--- src/rtl/traffic_light_intersection_pkg.sv ---
`default_nettype none
// ============================================================================
//  Module      : traffic_pkg
//  Description : Shared state encoding and sizing helper for the
//                N-direction traffic light intersection controller.
//  Revision    : 1.0 - initial release
// ============================================================================
package traffic_pkg;

  typedef enum logic [2:0] {
    TL_IDLE   = 3'd0,
    TL_GREEN  = 3'd1,
    TL_YELLOW = 3'd2,
    TL_CLEAR  = 3'd3,
    TL_EMERG  = 3'd4
  } tl_state_e;

  // Timer must hold the largest (duration - 1) value; one spare bit keeps
  // the width non-zero for single-tick durations.
  function automatic int timer_width(input int g_ticks, input int y_ticks,
                                     input int c_ticks);
    int m;
    m = g_ticks;
    if (y_ticks > m) m = y_ticks;
    if (c_ticks > m) m = c_ticks;
    return $clog2(m) + 1;
  endfunction

endpackage
`default_nettype wire

--- src/rtl/tl_rr_arbiter.sv ---
`default_nettype none
// ============================================================================
//  Module      : tl_rr_arbiter
//  Description : Combinational round-robin picker. Returns the first set
//                request bit found searching upward from last_served+1,
//                wrapping modulo N_DIR.
//  Revision    : 1.0 - initial release
// ============================================================================
module tl_rr_arbiter #(
  parameter int N_DIR = 4
) (
  input  logic [N_DIR-1:0]         request,
  input  logic [$clog2(N_DIR)-1:0] last_served,
  output logic                     valid,
  output logic [$clog2(N_DIR)-1:0] grant_idx
);

  localparam int DIR_W = $clog2(N_DIR);

  // Scan from the farthest offset down to the nearest so the closest
  // requester after last_served is the final (winning) assignment.
  always_comb begin
    valid     = |request;
    grant_idx = '0;
    for (int k = N_DIR; k >= 1; k--) begin
      int               idx;
      logic [DIR_W-1:0] sel;
      idx = (int'(last_served) + k) % N_DIR;
      sel = DIR_W'(idx);
      if (request[sel]) grant_idx = sel;
    end
  end

endmodule
`default_nettype wire

--- src/rtl/traffic_light_intersection.sv ---
`default_nettype none
// ============================================================================
//  Module      : traffic_light_intersection
//  Description : N-direction intersection controller. Serves latched car
//                requests round-robin through GREEN/YELLOW/CLEAR phases timed
//                by a shared tick prescaler; emergency pre-empts to all-red.
//  Revision    : 1.0 - initial release
// ============================================================================
module traffic_light_intersection
  import traffic_pkg::*;
#(
  parameter int N_DIR        = 4,
  parameter int TICK_DIV     = 1,
  parameter int GREEN_TICKS  = 8,
  parameter int YELLOW_TICKS = 3,
  parameter int CLEAR_TICKS  = 2
) (
  input  logic                     clock,
  input  logic                     reset,
  input  logic [N_DIR-1:0]         car,
  input  logic                     emergency,
  output logic [N_DIR-1:0]         red,
  output logic [N_DIR-1:0]         yellow,
  output logic [N_DIR-1:0]         green,
  output logic [$clog2(N_DIR)-1:0] active_dir
);

  localparam int DIR_W = $clog2(N_DIR);
  localparam int TMR_W = timer_width(GREEN_TICKS, YELLOW_TICKS, CLEAR_TICKS);
  localparam int PS_W  = $clog2(TICK_DIV) + 1;

  if (N_DIR < 2) begin : g_chk_n_dir
    $error("N_DIR must be >= 2");
  end
  if (TICK_DIV < 1) begin : g_chk_tick_div
    $error("TICK_DIV must be >= 1");
  end
  if (GREEN_TICKS < 1 || YELLOW_TICKS < 1 || CLEAR_TICKS < 1) begin : g_chk_ticks
    $error("phase durations must be >= 1 tick");
  end

  tl_state_e        state, state_next;
  logic [N_DIR-1:0] pending;
  logic [DIR_W-1:0] last_served;
  logic [TMR_W-1:0] timer, timer_load;
  logic [PS_W-1:0]  prescaler;
  logic             tick, expired, take_grant;
  logic             arb_valid;
  logic [DIR_W-1:0] arb_grant;

  // Fresh car inputs count immediately so IDLE reacts within one edge.
  tl_rr_arbiter #(.N_DIR(N_DIR)) u_arb (
    .request     (pending | car),
    .last_served (last_served),
    .valid       (arb_valid),
    .grant_idx   (arb_grant)
  );

  assign tick    = (prescaler == PS_W'(TICK_DIV - 1));
  assign expired = tick && (timer == '0);

  // Next-state selection plus Moore lamp decode from registered state.
  always_comb begin
    state_next = state;
    take_grant = 1'b0;
    green      = '0;
    yellow     = '0;
    case (state)
      TL_IDLE: begin
        if (emergency) state_next = TL_EMERG;
        else if (arb_valid) begin
          state_next = TL_GREEN;
          take_grant = 1'b1;
        end
      end
      TL_GREEN: begin
        green[active_dir] = 1'b1;
        if (emergency || expired) state_next = TL_YELLOW;
      end
      TL_YELLOW: begin
        yellow[active_dir] = 1'b1;
        if (expired) state_next = TL_CLEAR;
      end
      TL_CLEAR: begin
        if (emergency) state_next = TL_EMERG;
        else if (expired) begin
          if (arb_valid) begin
            state_next = TL_GREEN;
            take_grant = 1'b1;
          end else begin
            state_next = TL_IDLE;
          end
        end
      end
      TL_EMERG: begin
        if (!emergency) state_next = TL_CLEAR;
      end
      default: state_next = TL_IDLE;
    endcase
    red = ~(green | yellow);
  end

  // Dwell length for the state about to be entered.
  always_comb begin
    case (state_next)
      TL_GREEN:  timer_load = TMR_W'(GREEN_TICKS - 1);
      TL_YELLOW: timer_load = TMR_W'(YELLOW_TICKS - 1);
      TL_CLEAR:  timer_load = TMR_W'(CLEAR_TICKS - 1);
      default:   timer_load = '0;
    endcase
  end

  // State register.
  always_ff @(posedge clock) begin
    if (reset) state <= TL_IDLE;
    else       state <= state_next;
  end

  // Request latching, service bookkeeping and phase timing.
  always_ff @(posedge clock) begin
    if (reset) begin
      pending     <= '0;
      active_dir  <= '0;
      last_served <= DIR_W'(N_DIR - 1);
      timer       <= '0;
      prescaler   <= '0;
    end else begin
      // The direction being granted drops its request even if its car is
      // still high; other directions keep accumulating.
      if (take_grant) begin
        pending     <= (pending | car) & ~(N_DIR'(1) << arb_grant);
        active_dir  <= arb_grant;
        last_served <= arb_grant;
      end else begin
        pending <= pending | car;
      end
      if (state_next != state) begin
        timer     <= timer_load;
        prescaler <= '0;
      end else begin
        prescaler <= tick ? '0 : prescaler + PS_W'(1);
        if (tick && timer != '0) timer <= timer - TMR_W'(1);
      end
    end
  end

endmodule
`default_nettype wire

--- config.mk ---
export PLATFORM = sky130hd
export DESIGN_NAME = traffic_light_intersection
export DESIGN_NICKNAME = d
export VERILOG_FILES = /design/src/rtl/traffic_light_intersection_pkg.sv /design/src/rtl/tl_rr_arbiter.sv /design/src/rtl/traffic_light_intersection.sv
export SDC_FILE = /design/constraint.sdc
export NUM_CORES = 1
export LEC_CHECK = 0
export ABC_AREA = 1
export CAP_MARGIN = 0
export CORE_ASPECT_RATIO = 1.1
export CORE_UTILIZATION = 35
export DETAILED_ROUTE_END_ITERATION = 8
export HOLD_SLACK_MARGIN = 0.02
export PLACE_DENSITY = 0.55
export REMOVE_ABC_BUFFERS = 1
export SLEW_MARGIN = 20
export SYNTH_ARGS = -nofsm -noshare
export SYNTH_HDL_FRONTEND = slang
export SYNTH_HIERARCHICAL = 1
export SYNTH_SLANG_ARGS = --single-unit
--- constraint.sdc ---
create_clock -name clock -period 3.16 [get_ports clock]
set_clock_uncertainty 0.05 [all_clocks]
set_input_delay 0.632 -clock clock [delete_from_list [all_inputs] [get_ports clock]]
set_output_delay 0.632 -clock clock [all_outputs]
set_load 0.02 [all_outputs]
==> flow_metrics.py, run 1 <==
metrics = {
    "run_status": {
        "status": "completed",
    },
    "clock_network": {
        "cts_inserted_buffers": 3,
        "path_clk_slew_ns": 0.10,
        "htreeDepth": 1,
        "cts_num_sinks": 16,
        "cts_root_buf": "clkbuf_4",
        "hold_buffers": 0,
        "clockBufferDepth": 2,
        "cts_resized": 0,
        "cts_tree": "yes",
        "post_cts_buffers": 0,
        "worst_skew_pair.late_latency_ns": 0.28,
    },
    "critical_path": {
        "slowest_stage": "clkdlybuf4s50_1",
        "path_max_fanout": 5,
        "max_stage_delay_ns": 0.65,
        "crit_family": "buffers and inverters",
        "crit_path_start_kind": "register",
        "cp.required_ns": 2.48,
        "cp-end-kind": "primary output",
        "arrival_ns": 2.03,
        "crit_type": "reg2out",
        "worstSetupStartpoint": "state[0]",
        "r2r-start": "last_served[0]",
        "path_cells": "inv_2, nor3_2, inv_1, nor3_1, clkdlybuf4s50_1",
        "critPathBufInv": 3,
    },
    "synth": {
        "yosys.cell_types.count": 31,
        "synth_warnings": 6,
        "syn_area_per_cell_um2": 6.320,
        "synth-seq-cells": 16,
        "ys_seq_area_frac": 0.2573,
        "syn_inst": 197,
        "syn-cell-area_um2": 1245,
    },
    "timing": {
        "rsz0062_at_grt": "no",
        "setup_viol": 0,
        "fin_ws_ns": 0.4525,
        "post-route-period-util": 0.8568,
        "setup_tns_ns": 0,
        "final_hold_viol_count": 0,
        "fmax_mhz": 369.3,
        "min_period_ns": 2.707,
        "fin_hold_ws_ns": 0.4503,
        "drv_slew": 0,
    },
    "floorplan": {
        "die_area_um2": 3800,
        "io_pins": 21,
        "initial_core_util": 0.3707,
        "row_count": 22,
        "dieWidth_um": 58.87,
        "core_region_area_um2": 3358,
        "fp.dieH_um": 64.55,
    },
    "cells_and_area": {
        "insertedDiodeCount": 0,
        "synthToLayoutAreaGrowth_pct": 21.71,
        "layout_commonest_cell": "nand2_1",
        "final_cell_mix": "nand2_1, inv_1, clkdlybuf4s50_1, nor2_1, dfxtp_1",
        "drive_gt1_frac": 0.1789,
        "nets": 228,
    },
    "grt": {
        "use_met1": 0.1968,
        "grt_pass1_vias": 1131,
        "use_met2": 0.2813,
        "grt_pass1_wl_mm": 4.795,
        "gr-usage-met3": 0.02395,
        "grt_max_degree": 12,
        "grt_overflow": 0,
        "grt_most_used_layer": "met2",
        "grtUsageTotal": 0.1599,
        "antenna_found_initial": 0,
    },
    "power": {
        "powerDensity_nw_per_um2": 600.6,
        "p_leak_nw": 0.7551,
        "peakVddDrop_mv": 0.3712,
    },
    "routing": {
        "drc": 0,
        "vias": 1204,
        "drt-initial-drc-count": 50,
        "via_per_inst": 4.526,
        "routedWlPerCell_um": 10.26,
        "detail-route-antenna-nets": 0,
        "drt_wl_total_mm": 2.729,
        "first_pass_iters": 5,
    },
    "hold_path": {
        "worstHoldStart": "timer[1]",
        "min_path_type": "reg2reg",
    },
    "placement": {
        "port_buffers": 20,
        "hpwl_mm": 2.265,
        "pre_cts_slack_ns": 0.4648,
        "gp_congestion": 0.9080,
    },
    "job": {
        "cap_violations": 0,
    },
}
-- layout make-up --
cell class | count | area, µm²
clock buffer | 4 | 36.28
fill | 372 | 1843
inverter | 38 | 147.6
multi-input combinational | 140 | 750.7
sequential | 16 | 320.3
tap | 48 | 60.06
timing repair buffer | 20 | 200.2
-- report_power, final --
group          internal (mW)  leakage, nW  switching (mW)
combinational          0.187        0.601           0.307
clock                 0.0701       0.0210          0.0678
sequential             0.239        0.133          0.0393
total                  0.496        0.755           0.414
-- Yosys cell counts --
| cell | number | area [µm²] |
|---|---|---|
| nand3_2 | 3 | 30.03 |
| nor2_2 | 3 | 18.77 |
| nor3_2 | 1 | 10.01 |
| o22ai_1 | 1 | 6.260 |
| o311ai_0 | 1 | 8.760 |
| dfxtp_1 | 16 | 320.3 |
| a21oi_1 | 8 | 40.04 |
| o21ai_1 | 2 | 10.01 |
| nor2_4 | 1 | 11.26 |
| o211ai_2 | 1 | 12.51 |
| nand3b_1 | 1 | 7.510 |
| nand3_1 | 13 | 65.06 |
| conb_1 | 1 | 3.750 |
| nand4_1 | 5 | 31.28 |
| xor2_1 | 2 | 17.52 |
| o21ai_2 | 3 | 26.28 |
| nand2_1 | 48 | 180.2 |
| inv_1 | 32 | 120.1 |
| or2_2 | 5 | 31.28 |
| o211ai_1 | 4 | 30.03 |
| buf_1 | 1 | 3.750 |
| inv_2 | 4 | 15.01 |
| nor2_1 | 17 | 63.81 |
| inv_4 | 2 | 12.51 |
| a21oi_2 | 1 | 8.760 |
| nand2_2 | 9 | 56.30 |
| buf_6 | 2 | 22.52 |
| nand2_4 | 2 | 22.52 |
| nor3_1 | 5 | 25.02 |
| xnor2_1 | 1 | 8.760 |
| ha_1 | 2 | 25.02 |
-- state kept, by name, summed over array words and instances, names as in the netlist --
register,flops
last_served,2
active_dir,2
prescaler,1
timer,4
state,3
pending,4
-- metal layers --
metal,routed length [µm],part of all wire,vias up
met1,1224,0.45,531
li1,-,-,661
met3,57,0.021,2
met4,17,0.0062,0
met5,0,0,-
met2,1430,0.52,10
-- worst min-delay path, stage by stage, from the launching register on --
cell	delay, ns
dfxtp_1	0.32
nand4_1	0.08
a21oi_1	0.06
-- worst paths after layout --
path | end | slack (ns) | cells past startpoint
setup reg to reg | pending[0] | 1.21 | 11
setup / recovery | green[2] | 0.45 | 5
hold / removal | timer[1] | 0.45 | 2
hold reg to reg | timer[1] | 0.45 | 2
-- logic make-up after synthesis --
family	count (synthesis)	share of synthesized area
adder cells (fa/ha/maj)	2	0.02010
AO/OA/AOI/OAI	21	0.1146
buffers and inverters	41	0.1397
AND/OR/NAND/NOR	113	0.4442
flip-flops	16	0.2573
other	1	0.003012
XOR/XNOR	3	0.02111
-- per-stage QoR --
step	cells	area [µm²]	power, mW	util
after floorplan	194	1219	0.6617	-
after global placement	262	1479	0.7735	0.4404
after detailed placement	262	1479	0.7806	0.4404
after CTS	266	1515	0.9227	0.4512
after global routing	266	1515	1.001	0.4512
final	266	1515	0.9100	0.4512
(Power assumes the default switching activity.)
==> run 2, diff against run 1 <==
Settings changed: CORE_MARGIN set to 2, HOLD_SLACK_MARGIN 0.02 to not set.
==> run 2 against run 1 <==
Final cell count shrank 0.38%. Combinational power barely moved. First-iteration DRC count down 18%. Fmax increased by 1.1%. Final area is 0.91% lower. Sequential share of layout area increased by 0.19 points. Total power is 3.7% lower. Wire length down 2.3%. Clock-buffer cell count shrank 1. Largest cell class unchanged. Largest power group unchanged. Highest routed layer unchanged.
==> flow_metrics.py, run 2 (synthesis gave the netlist of run 1 again) <==
metrics = {
    "timing": {
        "post-route-period-util": 0.8471,
        "fmax_mhz": 373.6,
        "setup_tns_ns": 0,
        "tightest_slew_ns": 0.4998,
        "min_period_ns": 2.677,
        "relSlewSlack": 0.6664,
        "final_hold_viol_count": 0,
        "setup_viol": 0,
        "rsz0062_at_grt": "no",
        "drv_slew": 0,
    },
    "power": {
        "powerDensity_nw_per_um2": 583.8,
        "p_total_mw": 0.8766,
        "p_leak_nw": 0.7479,
        "peakVddDrop_mv": 0.2730,
    },
    "routing": {
        "drc": 0,
        "vias": 1238,
        "via_per_inst": 4.672,
        "routedWlPerCell_um": 10.06,
        "drt_wl_total_mm": 2.665,
        "detail-route-antenna-nets": 0,
        "drt-initial-drc-count": 41,
        "first_pass_iters": 4,
    },
    "critical_path": {
        "arrival_ns": 1.99,
        "crit_path_start_kind": "register",
        "cp.required_ns": 2.48,
        "crit_family": "buffers and inverters",
        "path_max_fanout": 5,
        "max_stage_delay_ns": 0.66,
        "path_cells": "inv_2, nor3_2, inv_1, nor3_1, clkdlybuf4s50_1",
        "slowest_stage": "clkdlybuf4s50_1",
        "crit_type": "reg2out",
        "critPathBufInv": 3,
        "cp-end-kind": "primary output",
    },
    "floorplan": {
        "dieWidth_um": 60.87,
        "row_count": 22,
        "fp.dieH_um": 66.55,
        "die_area_um2": 4051,
        "core_region_area_um2": 3358,
        "initial_core_util": 0.3707,
        "io_pins": 21,
    },
    "clock_network": {
        "clockBufferDepth": 2,
        "cts_resized": 0,
        "cts_inserted_buffers": 3,
        "htreeDepth": 1,
        "cts_root_buf": "clkbuf_4",
        "post_cts_buffers": 0,
        "cts_tree": "yes",
        "worst_skew_pair.late_latency_ns": 0.28,
        "hold_buffers": 0,
        "cts_num_sinks": 16,
        "path_clk_slew_ns": 0.09,
    },
    "grt": {
        "grt_overflow": 0,
        "grt_pass1_wl_mm": 4.567,
        "grtUsageTotal": 0.1467,
        "grt_max_degree": 12,
        "antenna_found_initial": 0,
        "grt_pass1_vias": 1112,
    },
    "cells_and_area": {
        "nets": 228,
        "drive_gt1_frac": 0.1751,
        "layout_commonest_cell": "nand2_1",
        "final_cell_mix": "nand2_1, inv_1, clkdlybuf4s50_1, nor2_1, dfxtp_1",
        "top_regs": "pending x4, timer x4, state x3",
        "insertedDiodeCount": 0,
        "synthToLayoutAreaGrowth_pct": 20.60,
    },
    "hold_path": {
        "min_path_type": "reg2reg",
    },
    "job": {
        "cap_violations": 0,
    },
    "placement": {
        "gp_congestion": 0.9072,
        "port_buffers": 20,
        "hpwl_mm": 2.229,
    },
    "run_status": {
        "status": "completed",
    },
}
run 2: cell types whose count changed in the layout (fill, tap and decap cells not counted), sizes merged:
cell | previous run | this run
clkbuf | 4 | 3
run 2: cell type report:
cell class | instances | area [µm²]
Multi-Input combinational cell | 140 | 750.7
Fill cell | 371 | 1857
Timing Repair Buffer | 20 | 200.2
Inverter | 38 | 147.6
Tap cell | 48 | 60.06
Sequential cell | 16 | 320.3
Clock buffer | 3 | 22.52
run 2: through the flow:
stage | util | cells | setup slack [ns] | instance area [µm²] | hold slack (ns)
final | 0.4471 | 265 | 0.4831 | 1501 | 0.4433
after global routing | 0.4471 | 265 | 0.2962 | 1501 | 0.4834
after CTS | 0.4471 | 265 | 0.4621 | 1501 | 0.4456
after detailed placement | 0.4404 | 262 | 0.4499 | 1479 | 0.4318
after global placement | 0.4404 | 262 | 0.4710 | 1479 | 0.4366
after floorplan | - | 194 | 1.008 | 1219 | 0.4086
run 2: worst min-delay path, cell delays in order, from the launching register on:
cell	delay, ns
dfxtp_1	0.32
nand4_1	0.08
a21oi_1	0.06
run 2: per-layer routing:
layer / part of all wire / global-route usage / up-vias
met1: 0.45 / 0.1690 / 552
met3: 0.026 / 0.02330 / 4
met4: 0.010 / 0.04891 / 0
met5: 0 / 0 / -
met2: 0.52 / 0.2675 / 18
li1: - / - / 664
run 2: power breakdown:
group	switching [mW]	internal [mW]	leakage [nW]
clock network	0.0602	0.0442	0.0138
registers	0.0400	0.239	0.133
logic	0.306	0.187	0.601
total	0.406	0.470	0.748
run 2: worst paths after layout:
check	startpoint	to	slack, ns	depth (start not counted)
setup reg to reg	last_served[0]	pending[1]	1.18	11
setup / recovery	state[0]	green[1]	0.48	5
hold / removal	timer[1]	timer[1]	0.44	2
hold reg to reg	timer[1]	timer[1]	0.44	2
==> run 3, diff against run 2 <==
Clock period 3.16 ns to 2.8 ns, I/O delays scaled along.
==> run 3 against run 2 <==
Total power rose by 17%. Wire length up 1.4%. Final cell count up 0.38%. Largest power group unchanged.
==> flow_metrics.py, run 3 (synthesis gave the netlist of run 1 again) <==
metrics = {
    "critical_path": {
        "arrival_ns": 2.01,
        "crit_type": "reg2out",
        "max_stage_delay_ns": 0.65,
        "slowest_stage": "clkdlybuf4s50_1",
        "cp.required_ns": 2.19,
        "path_max_fanout": 7,
        "cp-end-kind": "primary output",
        "crit_path_start_kind": "register",
        "path_cells": "inv_1, nor2_1, nand2_1, nor3_1, clkdlybuf4s50_1",
    },
    "power": {
        "peakVddDrop_mv": 0.3810,
        "p_leak_nw": 0.7922,
        "powerDensity_nw_per_um2": 674.8,
    },
    "timing": {
        "post-route-period-util": 0.9348,
        "setup_tns_ns": 0,
        "setup_viol": 0,
        "drv_slew": 0,
        "fmax_mhz": 382.0,
        "final_hold_viol_count": 0,
        "min_period_ns": 2.618,
        "rsz0062_at_grt": "no",
    },
    "placement": {
        "port_buffers": 20,
        "gp_congestion": 0.9135,
        "hpwl_mm": 2.234,
        "dp_cells": 262,
    },
    "cells_and_area": {
        "layout_commonest_cell": "nand2_1",
        "insertedDiodeCount": 0,
        "drive_gt1_frac": 0.1789,
        "synthToLayoutAreaGrowth_pct": 22.11,
        "fin_cells": 266,
        "nets": 228,
        "top_regs": "pending x4, timer x4, state x3",
        "final_cell_mix": "nand2_1, inv_1, clkdlybuf4s50_1, nor2_1, dfxtp_1",
    },
    "grt": {
        "grt_pass1_wl_mm": 4.650,
        "grt_pass1_vias": 1189,
        "grt_overflow": 0,
        "grtUsageTotal": 0.1469,
        "grt_max_degree": 12,
        "antenna_found_initial": 0,
    },
    "job": {
        "cap_violations": 0,
    },
    "routing": {
        "first_pass_iters": 6,
        "detail-route-antenna-nets": 0,
        "vias": 1249,
        "drc": 0,
        "drt-initial-drc-count": 59,
        "via_per_inst": 4.695,
        "routedWlPerCell_um": 10.16,
        "drt_wl_total_mm": 2.703,
    },
    "clock_network": {
        "worst_skew_pair.late_latency_ns": 0.29,
        "hold_buffers": 0,
        "path_clk_slew_ns": 0.10,
        "htreeDepth": 1,
        "clockBufferDepth": 2,
        "cts_tree": "yes",
        "cts_root_buf": "clkbuf_4",
        "cts_inserted_buffers": 3,
        "cts_num_sinks": 16,
    },
    "floorplan": {
        "dieWidth_um": 60.87,
        "initial_core_util": 0.3707,
        "core_region_area_um2": 3358,
        "io_pins": 21,
        "die_area_um2": 4051,
        "fp.dieH_um": 66.55,
        "row_count": 22,
    },
    "hold_path": {
        "min_path_type": "reg2reg",
    },
    "run_status": {
        "status": "completed",
    },
}
-- run 3: cell count changes in the layout (fill, tap and decap cells not counted) --
cell,delta
dlymetal6s2s_1,+2
clkdlybuf4s50_1,-2
clkbuf_8,+1
-- run 3: critical path: cells and delay by family (launching register included) --
kind	cells	cell delay (ns)
buffers and inverters	2	0.71
flip-flops	1	0.45
AND/OR/NAND/NOR	3	0.55
-- run 3: area by class of cell --
| type | instances | area (µm²) |
|---|---|---|
| fillers | 380 | 1838 |
| multi-input cells | 140 | 750.7 |
| flip-flops and latches | 16 | 320.3 |
| repair buffers | 20 | 205.2 |
| inverters | 38 | 147.6 |
| well taps | 48 | 60.06 |
| clock buffers | 4 | 36.28 |
-- run 3: worst paths after layout --
path | start | end | slack (ns) | cells past startpoint
hold / removal | timer[1] | timer[1] | 0.44 | 2
setup reg to reg | last_served[0] | pending[1] | 0.84 | 11
hold reg to reg | timer[1] | timer[1] | 0.44 | 2
setup / recovery | state[1] | yellow[1] | 0.18 | 5
-- run 3: per-layer routing --
| layer | share of wire | wire (µm) | vias to the layer above | track usage |
|---|---|---|---|---|
| li1 | - | - | 661 | - |
| met4 | 0.010 | 28 | 0 | 0.05435 |
| met3 | 0.028 | 77 | 4 | 0.02718 |
| met5 | 0 | 0 | - | 0 |
| met2 | 0.52 | 1393 | 20 | 0.2594 |
| met1 | 0.45 | 1204 | 564 | 0.1718 |
-- run 3: report_power, final --
group	switching (mW)	internal, mW
registers	0.0453	0.270
logic	0.347	0.211
clock network	0.0734	0.0793
-- run 3: timing repair --
action                                  CTS  global route
endpoints found under the setup margin    0             2
setup buffers                             0             0
resized for setup                         0             2
-- run 3: per-stage QoR --
step | total power, mW | worst slack (ns) | util | hold WS (ns) | instance area [µm²]
finish | 1.026 | 0.1825 | 0.4527 | 0.4441 | 1520
CTS | 1.039 | 0.1580 | 0.4512 | 0.4475 | 1515
floorplan | 0.7467 | 0.7204 | - | 0.4086 | 1219
global placement | 0.8719 | 0.1841 | 0.4404 | 0.4373 | 1479
global route | 1.131 | 0.01346 | 0.4527 | 0.4870 | 1520
detailed placement | 0.8790 | 0.1660 | 0.4404 | 0.4334 | 1479
